## config.mk

```make
export PLATFORM = sky130hd
export DESIGN_NAME = asynchronous_fifo
export DESIGN_NICKNAME = d
export VERILOG_FILES = /design/src/rtl/asynchronous_fifo.sv
export SDC_FILE = /design/constraint.sdc
export NUM_CORES = 1
export LEC_CHECK = 0
export BUFFER_PORTS_ARGS = -buffer_cell sky130_fd_sc_hd__buf_2
export CAP_MARGIN = 20
export CORE_MARGIN = 2
export CORE_UTILIZATION = 30
export CTS_CLUSTER_SIZE = 40
export DETAILED_ROUTE_END_ITERATION = 8
export SLEW_MARGIN = 40
export SYNTH_ARGS = -nofsm -noshare
export SYNTH_HDL_FRONTEND = slang
export SYNTH_SLANG_ARGS = --single-unit
```

## constraint.sdc

```tcl
create_clock -name clk -period 3.9 [get_ports clk]
set_clock_uncertainty 0.1 [all_clocks]
set_input_delay 0.78 -clock clk [delete_from_list [all_inputs] [get_ports clk]]
set_output_delay 0.78 -clock clk [all_outputs]
set_load 0.01 [all_outputs]
```

## src/rtl/asynchronous_fifo.sv

```systemverilog
// Single-clock FIFO with wrap-bit pointers; the extra pointer MSB separates full from empty.
// Read data is registered and holds its value whenever no read is accepted.
module asynchronous_fifo #(
  parameter int DEPTH      = 8,
  parameter int DATA_WIDTH = 8
) (
  input  logic                  clk,
  input  logic                  rst,
  input  logic                  w_en,
  input  logic                  r_en,
  input  logic [DATA_WIDTH-1:0] data_in,
  output logic [DATA_WIDTH-1:0] data_out,
  output logic                  full,
  output logic                  empty
);

  localparam int AW = $clog2(DEPTH);

  logic [DATA_WIDTH-1:0] mem [DEPTH];
  logic [AW:0]           wptr;
  logic [AW:0]           rptr;
  logic                  wr_ok;
  logic                  rd_ok;

  // Both sides qualify against the flags as they stand before the edge.
  always_comb begin
    empty = (wptr == rptr);
    full  = (wptr[AW] != rptr[AW]) && (wptr[AW-1:0] == rptr[AW-1:0]);
    wr_ok = w_en && !full;
    rd_ok = r_en && !empty;
  end

  // Storage carries no reset; contents are meaningless until written.
  always_ff @(posedge clk) begin
    if (wr_ok) begin
      mem[wptr[AW-1:0]] <= data_in;
    end
  end

  always_ff @(posedge clk or posedge rst) begin
    if (rst) begin
      wptr <= '0;
    end else if (wr_ok) begin
      wptr <= wptr + 1'b1;
    end
  end

  always_ff @(posedge clk or posedge rst) begin
    if (rst) begin
      rptr     <= '0;
      data_out <= '0;
    end else if (rd_ok) begin
      data_out <= mem[rptr[AW-1:0]];
      rptr     <= rptr + 1'b1;
    end
  end

endmodule

```

== Word-level counts from Yosys, hierarchy flattened ==
Memories as Yosys holds them, arrays and structs flattened. A register that Yosys moved wholly into a read port is not among the register bits.
Cells that the tools add are included.

* Register bits: 8
* Bits in latches: 0
* RAM bits: 64
* ROM bits: 0
* Output and inout port bits: 10
* Logic and storage cells: 15
* Memories kept: 1

{| class="wikitable"
|+ Memory list
! name !! depth !! bits a word !! rd ports !! clocked after memory_dff !! write ports !! line !! text
|-
| mem || 8 || 8 || 1 || 1 || 1 || 19 || <nowiki>logic [DATA_WIDTH-1:0] mem [DEPTH];</nowiki>
|}

* Add/subtract/negate cells: 2
* Multipliers: 0
* Div/mod/pow operators: 0
* Order comparisons: 0
* Equal/unequal tests: 3
* Shift operators: 0
* Muxes and demuxes: 2
* Bitwise logic cells: 0
* Reduce and logical (&&, ||, !) cells: 5

{| class="wikitable"
|+ Operators by type and width
! kind !! number
|-
| 4-bit by 1-bit adder with 4-bit output, second input constant || 2
|-
| 4-bit equality test || 1
|-
| 3-bit equality test || 1
|-
| 1-bit logical AND || 3
|-
| 1-bit logical NOT || 2
|-
| 1-bit two-way mux || 2
|-
| 1-bit != test || 1
|}

== Depth between registers and ports, before layout ==
* Depth in word-level cells: 6
* Mapped depth: 6
* Gate-level depth less buffers: 4

== Worst setup path after synthesis ==
OpenSTA, ideal clock, no wires.

* Path type: flip-flop to flip-flop
* Start point: reg rptr[1]
* End point: mem mem[1][0] (enable)
* Arrival: 1.822 ns
* Required time: 3.417 ns
* Setup slack: 1.595 ns
* Cell stages (with the launch flop): 6
* Path through: dfrtp_1 > buf_4 > xor2_2 > o41ai_4 > or2_1 > nor3_1

* Word-level cells in the longest chain between the ends: 6

{| class="wikitable"
|+ RTL lines
! element !! line !! text
|-
| start, declared || 21 || <nowiki>logic [AW:0] rptr;</nowiki>
|-
| start signal, assigned || 54 || <nowiki>rptr <= rptr + 1'b1;</nowiki>
|-
| 3-bit equality test || 28 || <nowiki>full = (wptr[AW] != rptr[AW]) && (wptr[AW-1:0] == rptr[AW-1:0]);</nowiki>
|-
| 1-bit logical AND || 28 ||
|-
| 1-bit logical NOT || 29 || <nowiki>wr_ok = w_en && !full;</nowiki>
|-
| 1-bit logical AND || 29 ||
|-
| 1-bit two-way mux || 35 || <nowiki>if (wr_ok) begin</nowiki>
|-
| 1-bit two-way mux (not written as such) || 36 || <nowiki>mem[wptr[AW-1:0]] <= data_in;</nowiki>
|-
| end, declared || 19 ||
|}

Every way passes these cells.

== Final worst setup path ==
* Start point: reg rptr[2]
* End point: out empty

* Word-level cells in the longest chain between the ends: 1

{| class="wikitable"
|+ RTL lines
! element !! line !! text
|-
| 4-bit equality test || 27 || <nowiki>empty = (wptr == rptr);</nowiki>
|-
| end, declared || 14 || <nowiki>output logic empty</nowiki>
|}

Every way passes these cells.

==> results by group <==
Status
  • Outcome: complete, no violations

GRT
  • Largest net degree at the start of global routing: 21
  • First-pass GRT wire length: 8980 um
  • Vias in the first global route: around 1.6k
  • GRT Total Usage: 10.8%
  • Initial antenna violation count: 0
  • Total gr overflow: 0

CTS
  • Post-CTS Hold Fix Bufs: 0
  • # Post-CTS Setup Buffers: 0
  • CTS buffer count: 9
  • CTS tree: yes
  • # H-tree levels: 3
  • # resized after CTS: 0
  • Clock Sinks: 80
  • Worst-path clk slew: 0.08 ns
  • Clock root cell: clkbuf_8
  • Clock buffer depth: 2
  • Clk Latency, worst-skew pair: 0.35 ns

Timing
  • Setup-failing EPs final: 0
  • Hold Fails Final Rpt: 0
  • Fmax: 386 MHz
  • Unrepaired setup endpoints after global routing: false
  • Fin. max-slew vios: 0
  • Final min period: 2.59 ns
  • Tcrit/Tclk final: 66.5%
  • Slew @ Worst Pin: ~0.78 ns
  • Relative slew slack: 47.6%
  • Setup Total Neg Slack: 0 ns

Setup path
  • Worst Path Arrival: roughly 1.7 ns
  • WP data required: 3.02 ns
  • Worst setup EP type: output port
  • Max FO, Critical Path: 11
  • Critical path class: register to output port
  • Startpoint types: register

Synth
  • Unique cell type count in the Yosys netlist: 29
  • #FFs+latches synth: 80
  • Number of flops mapped to enable cells by yosys: 64
  • Post-synth top cells: edfxtp_1 (64), dfrtp_1 (16), mux4_2 (13)
  • Most common cell in the netlist: edfxtp_1
  • Ys Warns: 0
  • Sequential area share after synthesis: 71.3%
  • Ys flop type: edfxtp_1
  • Mapped Cells: 170
  • Yosys top cell area share: between 50 and 60%
  • Ys async rst share: about 20%
  • Cell taking the most area after synthesis: edfxtp_1
  • Mapped Area: 3260 sq um
  • Syn_area_per_cell: approximately 19 sq um
  • Syn Nets: 184
  • Synth area leaders: edfxtp_1 (59%), dfrtp_1 (12%), mux4_2 (9.0%)

Routing
  • Final ANT Viol Nets: 0
  • Via density: 4.41
  • Pre-antenna DRT Iters: 4
  • DR iter-0 viols: 59
  • Post-Route WL: between 5000 and 6000 um
  • Vias: 1532
  • DRC violations left: 0
  • WL/cell: 16.5 um

Die
  • Die Height: 108 um
  • Die X: 108 um
  • IO Pins: 22
  • # rows: 38
  • Die ar.: 11700 sq um
  • Starting Density: 30.4%
  • Core ar.: 10700 sq um

Hold path
  • Min-delay worst type: register to register

Finish
  • Syn-to-layout area delta: 15.6%
  • Number of antenna diodes: 0
  • Layout Nets: 216
  • Fill count: 1021
  • Layout cells sized above 1: 31.4%

Power and ir drop
  • Leakage: between 1 and 1.5 nW
  • Net Sw Power: 0.902 mW
  • Reg power frac: between 40% and 50%
  • Peak VDD IR: 271 uV
  • P_int: 1.91 mW
  • Logic pwr share: between 30% and 40%
  • Pwr per Cell Area: 748 nW/um^2
  • Power Total: 2.82 mW
  • Clk network pwr share: 23.1%
  • Switching Share: 32.0%

Place
  • Dpl hpwl: 3850 um
  • Gpl congestion: 0.707
  • Port bufs: 21

Run
  • Max-Cap Viols: 0
## layer usage
metal	track usage, %	part of all wire, %	up-vias
met2	17.3	48	27
met4	6.04	2.2	0
met1	13.5	46	779
met3	2.77	3.5	10
li1	-	-	716
met5	0	0	-
## power by group through the flow
stage	logic [mW]	registers, mW	clock network (mW)
floorplan	0.725	1.23	0
global placement	0.933	1.24	0
detailed placement	0.960	1.25	0
CTS	0.963	1.23	0.672
global route	1.04	1.24	0.706
finish	0.941	1.22	0.651
## cell families after synthesis
logic type / count (synthesis) / synth area share [%]
simple gates: 30 / 4.34
mux: 26 / 14.8
xor+xnor: 10 / 3.73
compound gates: 10 / 2.92
fa+ha+maj: 2 / 0.769
flops: 80 / 71.3
buf+inv: 12 / 2.11
## worst max-delay path: stages, from the launching register on
cell and delay (ns):
dfrtp_1 0.36, buf_4 0.20, xor2_2 0.20, or2_2 0.31
nor3_1 0.14, buf_2 0.16
## per-stage QoR
stage          utilization, %  setup WS (ns)  instances  hold WS, ns  instance area (sq um)
3_5_place_dp             33.1           1.41        331        0.367                   3550
4_1_cts                  35.1           1.26        347        0.385                   3760
3_3_place_gp             33.0           1.50        330        0.361                   3530
6_report                 35.2           1.31        347        0.376                   3760
5_1_grt                  35.2           1.20        347        0.409                   3760
2_1_floorplan               -           1.59        170        0.398                   3260
## layout by cell type (no fill, tap or decap), drive strengths merged, types with 5 or more instances in the layout
master  count
edfxtp     64
nor3        5
clkbuf     11
nor2        8
dfrtp      16
inv         5
nand2      11
mux4       16
o21ai       8
xor2        8
buf        29
mux2i       8
## state kept, by name, indices dropped and copies added, names as in the netlist
name and count:
mem 64, data_out 8, wptr 4, rptr 4
## area by class of cell
| cell class | count | area [sq um] | area share (%) |
|---|---|---|---|
| Inverter | 4 | 15.0 | 0.399 |
| Tap cell | 140 | 175 | 4.65 |
| Clock buffer | 11 | 131 | 3.49 |
| Multi-Input combinational cell | 78 | 871 | 23.1 |
| Timing Repair Buffer | 29 | 169 | 4.49 |
| Sequential cell | 80 | 2320 | 61.7 |
| Clock inverter | 5 | 80.1 | 2.13 |
## final timing paths
kind,start,endpoint,slack (ns),cells past startpoint
max in group asynchronous,rst,wptr[3]$_DFFE_PP0P_,2.80,2
hold / removal,data_out[7]$_DFFE_PP0P_,data_out[7]$_DFFE_PP0P_,0.38,2
hold reg to reg,data_out[7]$_DFFE_PP0P_,data_out[7]$_DFFE_PP0P_,0.38,2
setup / recovery,rptr[2]$_DFFE_PP0P_,empty,1.31,5
setup reg to reg,rptr[1]$_DFFE_PP0P_,mem[4][6]$_DFFE_PP_,1.42,5
min in group asynchronous,rst,data_out[2]$_DFFE_PP0P_,0.44,2
Note: power is estimated with default switching activity, not from simulation.
